===== config.mk =====
export PLATFORM = sky130hd
export DESIGN_NAME = mem_arbiter
export DESIGN_NICKNAME = d
export VERILOG_FILES = /design/src/rtl/cpu_types_pkg.sv /design/src/rtl/mem_arbiter.sv
export SDC_FILE = /design/constraint.sdc
export NUM_CORES = 1
export LEC_CHECK = 0
export CORE_AREA = 2 2 104 106
export DETAILED_ROUTE_END_ITERATION = 8
export DIE_AREA = 0 0 106 108
export PLACE_DENSITY = 0.65
export RECOVER_POWER = 100
export SYNTH_ARGS = -nofsm -noshare
export SYNTH_HDL_FRONTEND = slang
export SYNTH_SLANG_ARGS = --single-unit

===== constraint.sdc =====
create_clock -name CLK -period 2.6 [get_ports CLK]
set_input_delay 0.52 -clock CLK [delete_from_list [all_inputs] [get_ports CLK]]
set_output_delay 0.52 -clock CLK [all_outputs]
set_load 0.03 [all_outputs]

===== src/rtl/cpu_types_pkg.sv =====
// Shared CPU/memory types: RAM handshake states, data word and the
// saturating counter step used by the arbiter watchdog.
package cpu_types_pkg;

  typedef enum logic [1:0] {
    FREE   = 2'd0,
    BUSY   = 2'd1,
    ACCESS = 2'd2,
    ERROR  = 2'd3
  } ramstate_t;

  typedef logic [31:0] word_t;

  localparam int WDOG_W = 8;

  function automatic logic [WDOG_W-1:0] wdog_inc(input logic [WDOG_W-1:0] w);
    return (w == {WDOG_W{1'b1}}) ? w : w + {{(WDOG_W-1){1'b0}}, 1'b1};
  endfunction

endpackage


===== src/rtl/mem_arbiter.sv =====
// Single-port RAM arbiter between instruction fetch and data ports.
// Data wins from IDLE; grants alternate under contention; watchdog latches err.
module mem_arbiter
  import cpu_types_pkg::*;
#(
  parameter int ADDR_W  = 32,
  parameter int DATA_W  = 32,
  parameter int TIMEOUT = 15
) (
  input  logic              CLK,
  input  logic              nRST,
  input  logic              iREN,
  input  logic [ADDR_W-1:0] iaddr,
  output logic              iwait,
  output logic [DATA_W-1:0] iload,
  input  logic              dREN,
  input  logic              dWEN,
  input  logic [ADDR_W-1:0] daddr,
  input  logic [DATA_W-1:0] dstore,
  output logic              dwait,
  output logic [DATA_W-1:0] dload,
  output logic              ramREN,
  output logic              ramWEN,
  output logic [ADDR_W-1:0] ramaddr,
  output logic [DATA_W-1:0] ramstore,
  input  logic [DATA_W-1:0] ramload,
  input  ramstate_t         ramstate,
  output logic              err
);

  typedef enum logic [1:0] {
    IDLE   = 2'd0,
    IGRANT = 2'd1,
    DGRANT = 2'd2,
    FAULT  = 2'd3
  } arb_state_t;

  localparam logic [WDOG_W-1:0] WDOG_LAST = WDOG_W'(TIMEOUT - 1);

  arb_state_t        state_r;
  logic [WDOG_W-1:0] wdog_r;
  logic              err_r;
  logic              d_req_s;
  logic              access_s;
  logic              ram_err_s;

  assign d_req_s   = dREN | dWEN;
  assign access_s  = (ramstate == ACCESS);
  assign ram_err_s = (ramstate == ERROR);

  assign iload = ramload;
  assign dload = ramload;
  assign err   = err_r;
  assign iwait = iREN    & ~((state_r == IGRANT) & access_s);
  assign dwait = d_req_s & ~((state_r == DGRANT) & access_s);

  // Arbitration FSM with inline watchdog; every state change clears wdog.
  always_ff @(posedge CLK or negedge nRST) begin
    if (!nRST) begin
      state_r <= IDLE;
      wdog_r  <= {WDOG_W{1'b0}};
      err_r   <= 1'b0;
    end else begin
      case (state_r)
        IDLE: begin
          wdog_r <= {WDOG_W{1'b0}};
          if (d_req_s) begin
            state_r <= DGRANT;
          end else if (iREN) begin
            state_r <= IGRANT;
          end else begin
            state_r <= IDLE;
          end
        end
        DGRANT: begin
          if (ram_err_s) begin
            state_r <= FAULT;
            wdog_r  <= {WDOG_W{1'b0}};
            err_r   <= 1'b1;
          end else if (!d_req_s) begin
            state_r <= IDLE;
            wdog_r  <= {WDOG_W{1'b0}};
          end else if (access_s) begin
            state_r <= iREN ? IGRANT : IDLE;
            wdog_r  <= {WDOG_W{1'b0}};
          end else if (wdog_r == WDOG_LAST) begin
            state_r <= FAULT;
            wdog_r  <= {WDOG_W{1'b0}};
            err_r   <= 1'b1;
          end else begin
            wdog_r  <= wdog_inc(wdog_r);
          end
        end
        IGRANT: begin
          if (ram_err_s) begin
            state_r <= FAULT;
            wdog_r  <= {WDOG_W{1'b0}};
            err_r   <= 1'b1;
          end else if (!iREN) begin
            state_r <= IDLE;
            wdog_r  <= {WDOG_W{1'b0}};
          end else if (access_s) begin
            state_r <= d_req_s ? DGRANT : IDLE;
            wdog_r  <= {WDOG_W{1'b0}};
          end else if (wdog_r == WDOG_LAST) begin
            state_r <= FAULT;
            wdog_r  <= {WDOG_W{1'b0}};
            err_r   <= 1'b1;
          end else begin
            wdog_r  <= wdog_inc(wdog_r);
          end
        end
        FAULT: begin
          err_r <= 1'b1;
        end
        default: begin
          state_r <= IDLE;
          wdog_r  <= {WDOG_W{1'b0}};
        end
      endcase
    end
  end

  // RAM-side mux; IGRANT enable follows iREN so a withdrawn fetch drops at once.
  always_comb begin
    ramREN   = 1'b0;
    ramWEN   = 1'b0;
    ramaddr  = {ADDR_W{1'b0}};
    ramstore = {DATA_W{1'b0}};
    case (state_r)
      DGRANT: begin
        ramaddr  = daddr;
        ramstore = dstore;
        ramWEN   = dWEN;
        ramREN   = dREN & ~dWEN;
      end
      IGRANT: begin
        ramaddr  = iaddr;
        ramREN   = iREN;
      end
      default: begin
        ramREN   = 1'b0;
        ramWEN   = 1'b0;
      end
    endcase
  end

endmodule


; Word level (Yosys, flattened, before mapping)
; Cells that the tools add are included.
[totals]
output_inout_bits = 133
elab_cells = 56
register_bits = 11
[op_classes]
mux = 30
eq_ne = 9
n_bitwise = 9
addsub = 1
reduce_logical = 4
[op_table]
columns = operator, n
row1 = case mux 32 bit (2 select lines), 1
row2 = 2-to-1 mux 8 bit, 7
row3 = 2-to-1 mux 32 bit, 1
row4 = case mux 8 bit (3 select lines), 1
row5 = 2-to-1 mux 2 bit, 9
row6 = adder 8 x 1 -> 8 bit (second input constant), 1
row7 = equality test 2 bit (second input constant), 4
row8 = equality test 8 x 4 -> 1 bit (second input constant), 1
row9 = equality test 8 bit (second input constant), 1
row10 = 2-to-1 mux 1 bit, 8
row11 = != test 3 bit (second input constant), 2
row12 = case mux 2 bit (3 select lines), 1
row13 = nonzero test 3 bit, 2
row14 = AND 1 bit, 5
row15 = NOT 1 bit, 3
row16 = case mux 1 bit (3 select lines), 1
row17 = AND reduction 3 bit, 1
row18 = equality test 2 x 1 -> 1 bit (second input constant), 1
row19 = logical NOT 2 bit, 1
row20 = case mux 1 bit (2 select lines), 1
row21 = OR 1 bit, 1

; Logic depth before layout (Yosys ltp)
[logic_depth]
depth_word = 7
ltp_mapped = 8
mapped_depth_nobuf = 7

; Least setup slack after synthesis
; Ideal clock, no wire load.
[synth_path]
kind = reg-to-output
start = register state_r[0]
end = output port ramREN
arrival_time_ns = 1.676
slack_ns = 0.404
path_stages_with_launch = 7
path_buffers = 2
path_cell_list = dfrtp_1 > inv_1 > ha_1 > buf_2 > buf_1 > nand3b_1 > a21oi_1
[synth_via]
elab_chain_cells = 2
[synth_lines]
columns = element, line_no
row1 = start: declaration, mem_arbiter.sv:40  ; arb_state_t state_r;
row2 = start signal: assignment, mem_arbiter.sv:84  ; state_r <= iREN ? IGRANT : IDLE;
row3 = start signal: assignment, mem_arbiter.sv:103  ; state_r <= d_req_s ? DGRANT : IDLE;
row4 = equality test 2 x 1 -> 1 bit / equality test 2 bit (equally long branches), mem_arbiter.sv:130  ; case (state_r)
row5 = case mux 1 bit (2 select lines) (*), mem_arbiter.sv:130
row6 = end: declaration, mem_arbiter.sv:22  ; output logic ramREN,
; Mark *: on every way between the ends. The rest lies on a longest branch, timed or not.

; Final worst setup path
[layout_path]
start = register state_r[1]
end = output port ramstore[2]
[layout_via]
elab_chain_cells = 2
[layout_lines]
columns = element, line_no
row1 = equality test 2 bit, mem_arbiter.sv:130
row2 = 2-to-1 mux 32 bit, mem_arbiter.sv:130
row3 = end: declaration, mem_arbiter.sv:25  ; output logic [DATA_W-1:0] ramstore,
; No other way between the ends.

==> out/results.ini <==
[clock_network]
tritoncts_num_sinks = 11
clockRootBuffer = sky130_fd_sc_hd__clkbuf_8
tritoncts.num_buffers = 3
clk-insertion-delay-late_ns = 0.24
clock_pin_slew_of_the_registers_on_the_worst_case_setup_and_hold_paths_ns = 0.05
cts_tree = built
cts-root-to-sink-buffers = 2
clock_tree.htree_level_count = 1
cts_hold_buffers = 0

[critical_path]
worstPathCellList = ha_2, buf_12, and2_1, clkdlybuf4s50_1
timing.critical_path.required_ns = 2.08
critical_path.endpoint_type = primary output
worst-endpoint-arrival_ns = 2.00
cp_slowest_stage_delay_ns = 0.68
nature_of_the_critical_path_startpoint = flip-flop
cpMaxStageDelayCell = sky130_fd_sc_hd__clkdlybuf4s50_1
cp_max_fo = 53
path_class = reg -> out

[synthesis]
synth_seq_cells = 11
synthesized_instance_count = 278
synth_async_sr_flop_share_pct = 100.0
synthesis.nets = 420
synth.distinct_cells = 44
ys_warn_count = 0
postSynthAreaPerCell_um2 = 7.192
synth_edf_count = 0
synth_area_mm2 = 0.001999
yosysSeqAreaShare_pct = 13.77
ys.flop_type = sky130_fd_sc_hd__dfrtp_1

[floorplan]
num_rows = 37
dieWidth_um = 106
floorplan.initialDensity_pct = 19.54
die_area_mm2 = 0.01145
io_pins = 268
fp.coreArea_mm2 = 0.01023
floorplan.die.height_um = 108

[sta]
finalClockSkew_ns = 0.002425
final-hold-violation-count = 0
worst_slew_pin_slew_ns = 0.5191
setup_tns_ns = 0
slew_viol_final = 0
rsz0062_at_grt = no
report.final.setup_viol = 0
worst_slew_margin_rel_pct = 65.28
fraction_of_the_cycle_the_final_worst_path_needs_pct = 96.90
max_freq_mhz = 396.9
timing.final.crit_period_ns = 2.519

[pwr]
leakagePower_uw = 0.001330
power-per-cell-area_mw_per_mm2 = 970.2
power.ir.vdd_worst_v = 0.0003943

[final_layout]
post-route-util_pct = 32.09
mostFrequentLayoutCell = sky130_fd_sc_hd__clkdlybuf4s50_1
antennaDiodeCount = 0
nets = 523
area_delta_synth_final_pct = 64.21
most-common-layout-cells = 130 x sky130_fd_sc_hd__clkdlybuf4s50_1, 44 x sky130_fd_sc_hd__nor2_1, 32 x sky130_fd_sc_hd__a22oi_1
layout-drive-gt1-share_pct = 14.74

[drt]
drt_pass1_iterations = 4
dr_total_vias = 2198
routed_wl_um = 7171
drt-initial-drc-count = 117
average_detailed_routed_wire_length_per_instance_um = 13.90
remaining_drc_errors = 0
final_antenna_net_count = 0
avgViaCountPerCell = 4.260

[job]
max_cap_violations = 0

[global_routing]
antenna_found_initial = 0
largest_net_degree_at_the_start_of_global_routing = 54
global_route_wire_length_before_repair_um = 10750
gr-usage-all-layers_pct = 11.66
grt_pass1_vias = 2142
globalRouteOverflowTotal = 0

[placement]
gp_routability_congestion = 0.7620
portBuffers = 171
dp_hpwl_um = 6033

[run_status]
status = finished clean

[worst_hold_path]
min-delay-path-class = reg -> reg

[metal layers]
| metal | routed length (um) | GRT usage (%) |
|---|---|---|
| met5 | 0 | 0 |
| met4 | 45 | 2.444 |
| met3 | 721 | 4.099 |
| met2 | 3619 | 21.47 |
| met1 | 2783 | 13.01 |
[registers in the layout (all words and copies together), names as in the netlist]
register	count
err	1
state_r	2
wdog_r	8
[path summary, 6_finish.rpt]
kind	end	start	slack, ns	cells after the start
max in group asynchronous	wdog_r[6]	nRST	1.56	1
max	ramstore[2]	state_r[1]	0.08	4
min reg2reg	err	err	0.47	1
max reg2reg	wdog_r[7]	state_r[0]	0.39	7
min	err	err	0.47	1
min in group asynchronous	wdog_r[0]	nRST	0.69	1
[cells in the mapped netlist, types with 2 or more instances]
master | n | area share, %
sky130_fd_sc_hd__buf_4 | 65 | 24
sky130_fd_sc_hd__dfrtp_1 | 11 | 14
sky130_fd_sc_hd__o21ai_0 | 3 | 0.75
sky130_fd_sc_hd__nand3_1 | 3 | 0.75
sky130_fd_sc_hd__and4_1 | 2 | 0.88
sky130_fd_sc_hd__a31oi_1 | 3 | 0.94
sky130_fd_sc_hd__nor2b_1 | 3 | 0.94
sky130_fd_sc_hd__inv_1 | 6 | 1.1
sky130_fd_sc_hd__clkbuf_1 | 12 | 2.3
sky130_fd_sc_hd__nor2_1 | 43 | 8.1
sky130_fd_sc_hd__inv_2 | 2 | 0.38
sky130_fd_sc_hd__a22oi_1 | 32 | 12
sky130_fd_sc_hd__buf_1 | 3 | 0.56
sky130_fd_sc_hd__ha_1 | 7 | 4.4
sky130_fd_sc_hd__nor3_1 | 3 | 0.75
sky130_fd_sc_hd__a21oi_1 | 12 | 3.0
sky130_fd_sc_hd__a2111oi_4 | 2 | 2.8
sky130_fd_sc_hd__nand2_1 | 6 | 1.1
sky130_fd_sc_hd__nand2b_1 | 2 | 0.63
sky130_fd_sc_hd__and2_1 | 33 | 10
sky130_fd_sc_hd__buf_2 | 2 | 0.50
[where the power goes]
part	internal [uW]	leakage, uW	switching, uW
Clock	108	0.0000228	67.4
Sequential	195	0.000144	26.5
Combinational	1040	0.00116	1750
[repair_timing]
| item | CTS | global route |
|---|---|---|
| resized for setup | 0 | 4 |
| buffers inserted | 0 | 1 |
| endpoints found under the setup margin | 0 | 17 |
[metrics by stage]
stage	instance area (um2)	power [uW]	setup WS, ns	std cells	hold slack [ns]
global route	3283	3407	0.001953	516	0.5200
finish	3283	3185	0.08053	516	0.4747
CTS	3397	3395	0.05908	515	0.4828
floorplan	1999	2186	0.4038	278	0.2244
global placement	3352	3175	0.2386	511	0.4689
detailed placement	3352	3206	0.2293	511	0.4674
[critical path, delay by kind of cell, from the launching register on]
family,cells,cell delay (ns)
buffers and inverters,2,0.90
flip-flops,1,0.43
adder cells (fa/ha/maj),1,0.25
AND/OR/NAND/NOR,1,0.16
[cell type report]
type,count,area (um2)
repair buffers,180,1632
well taps,136,170.2
multi-input cells,177,1127
inverters,8,33.78
fillers,1105,6948
flip-flops and latches,11,275.3
clock buffers,4,45.04
[cell families after synthesis]
group / Yosys count / share of synthesized area (%)
simple gates: 105 / 27.28
buf+inv: 90 / 29.22
flops: 11 / 13.77
mux: 1 / 0.5006
fa+ha+maj: 7 / 4.380
compound gates: 62 / 23.97
xor+xnor: 2 / 0.8763
(Power assumes the default switching activity.)
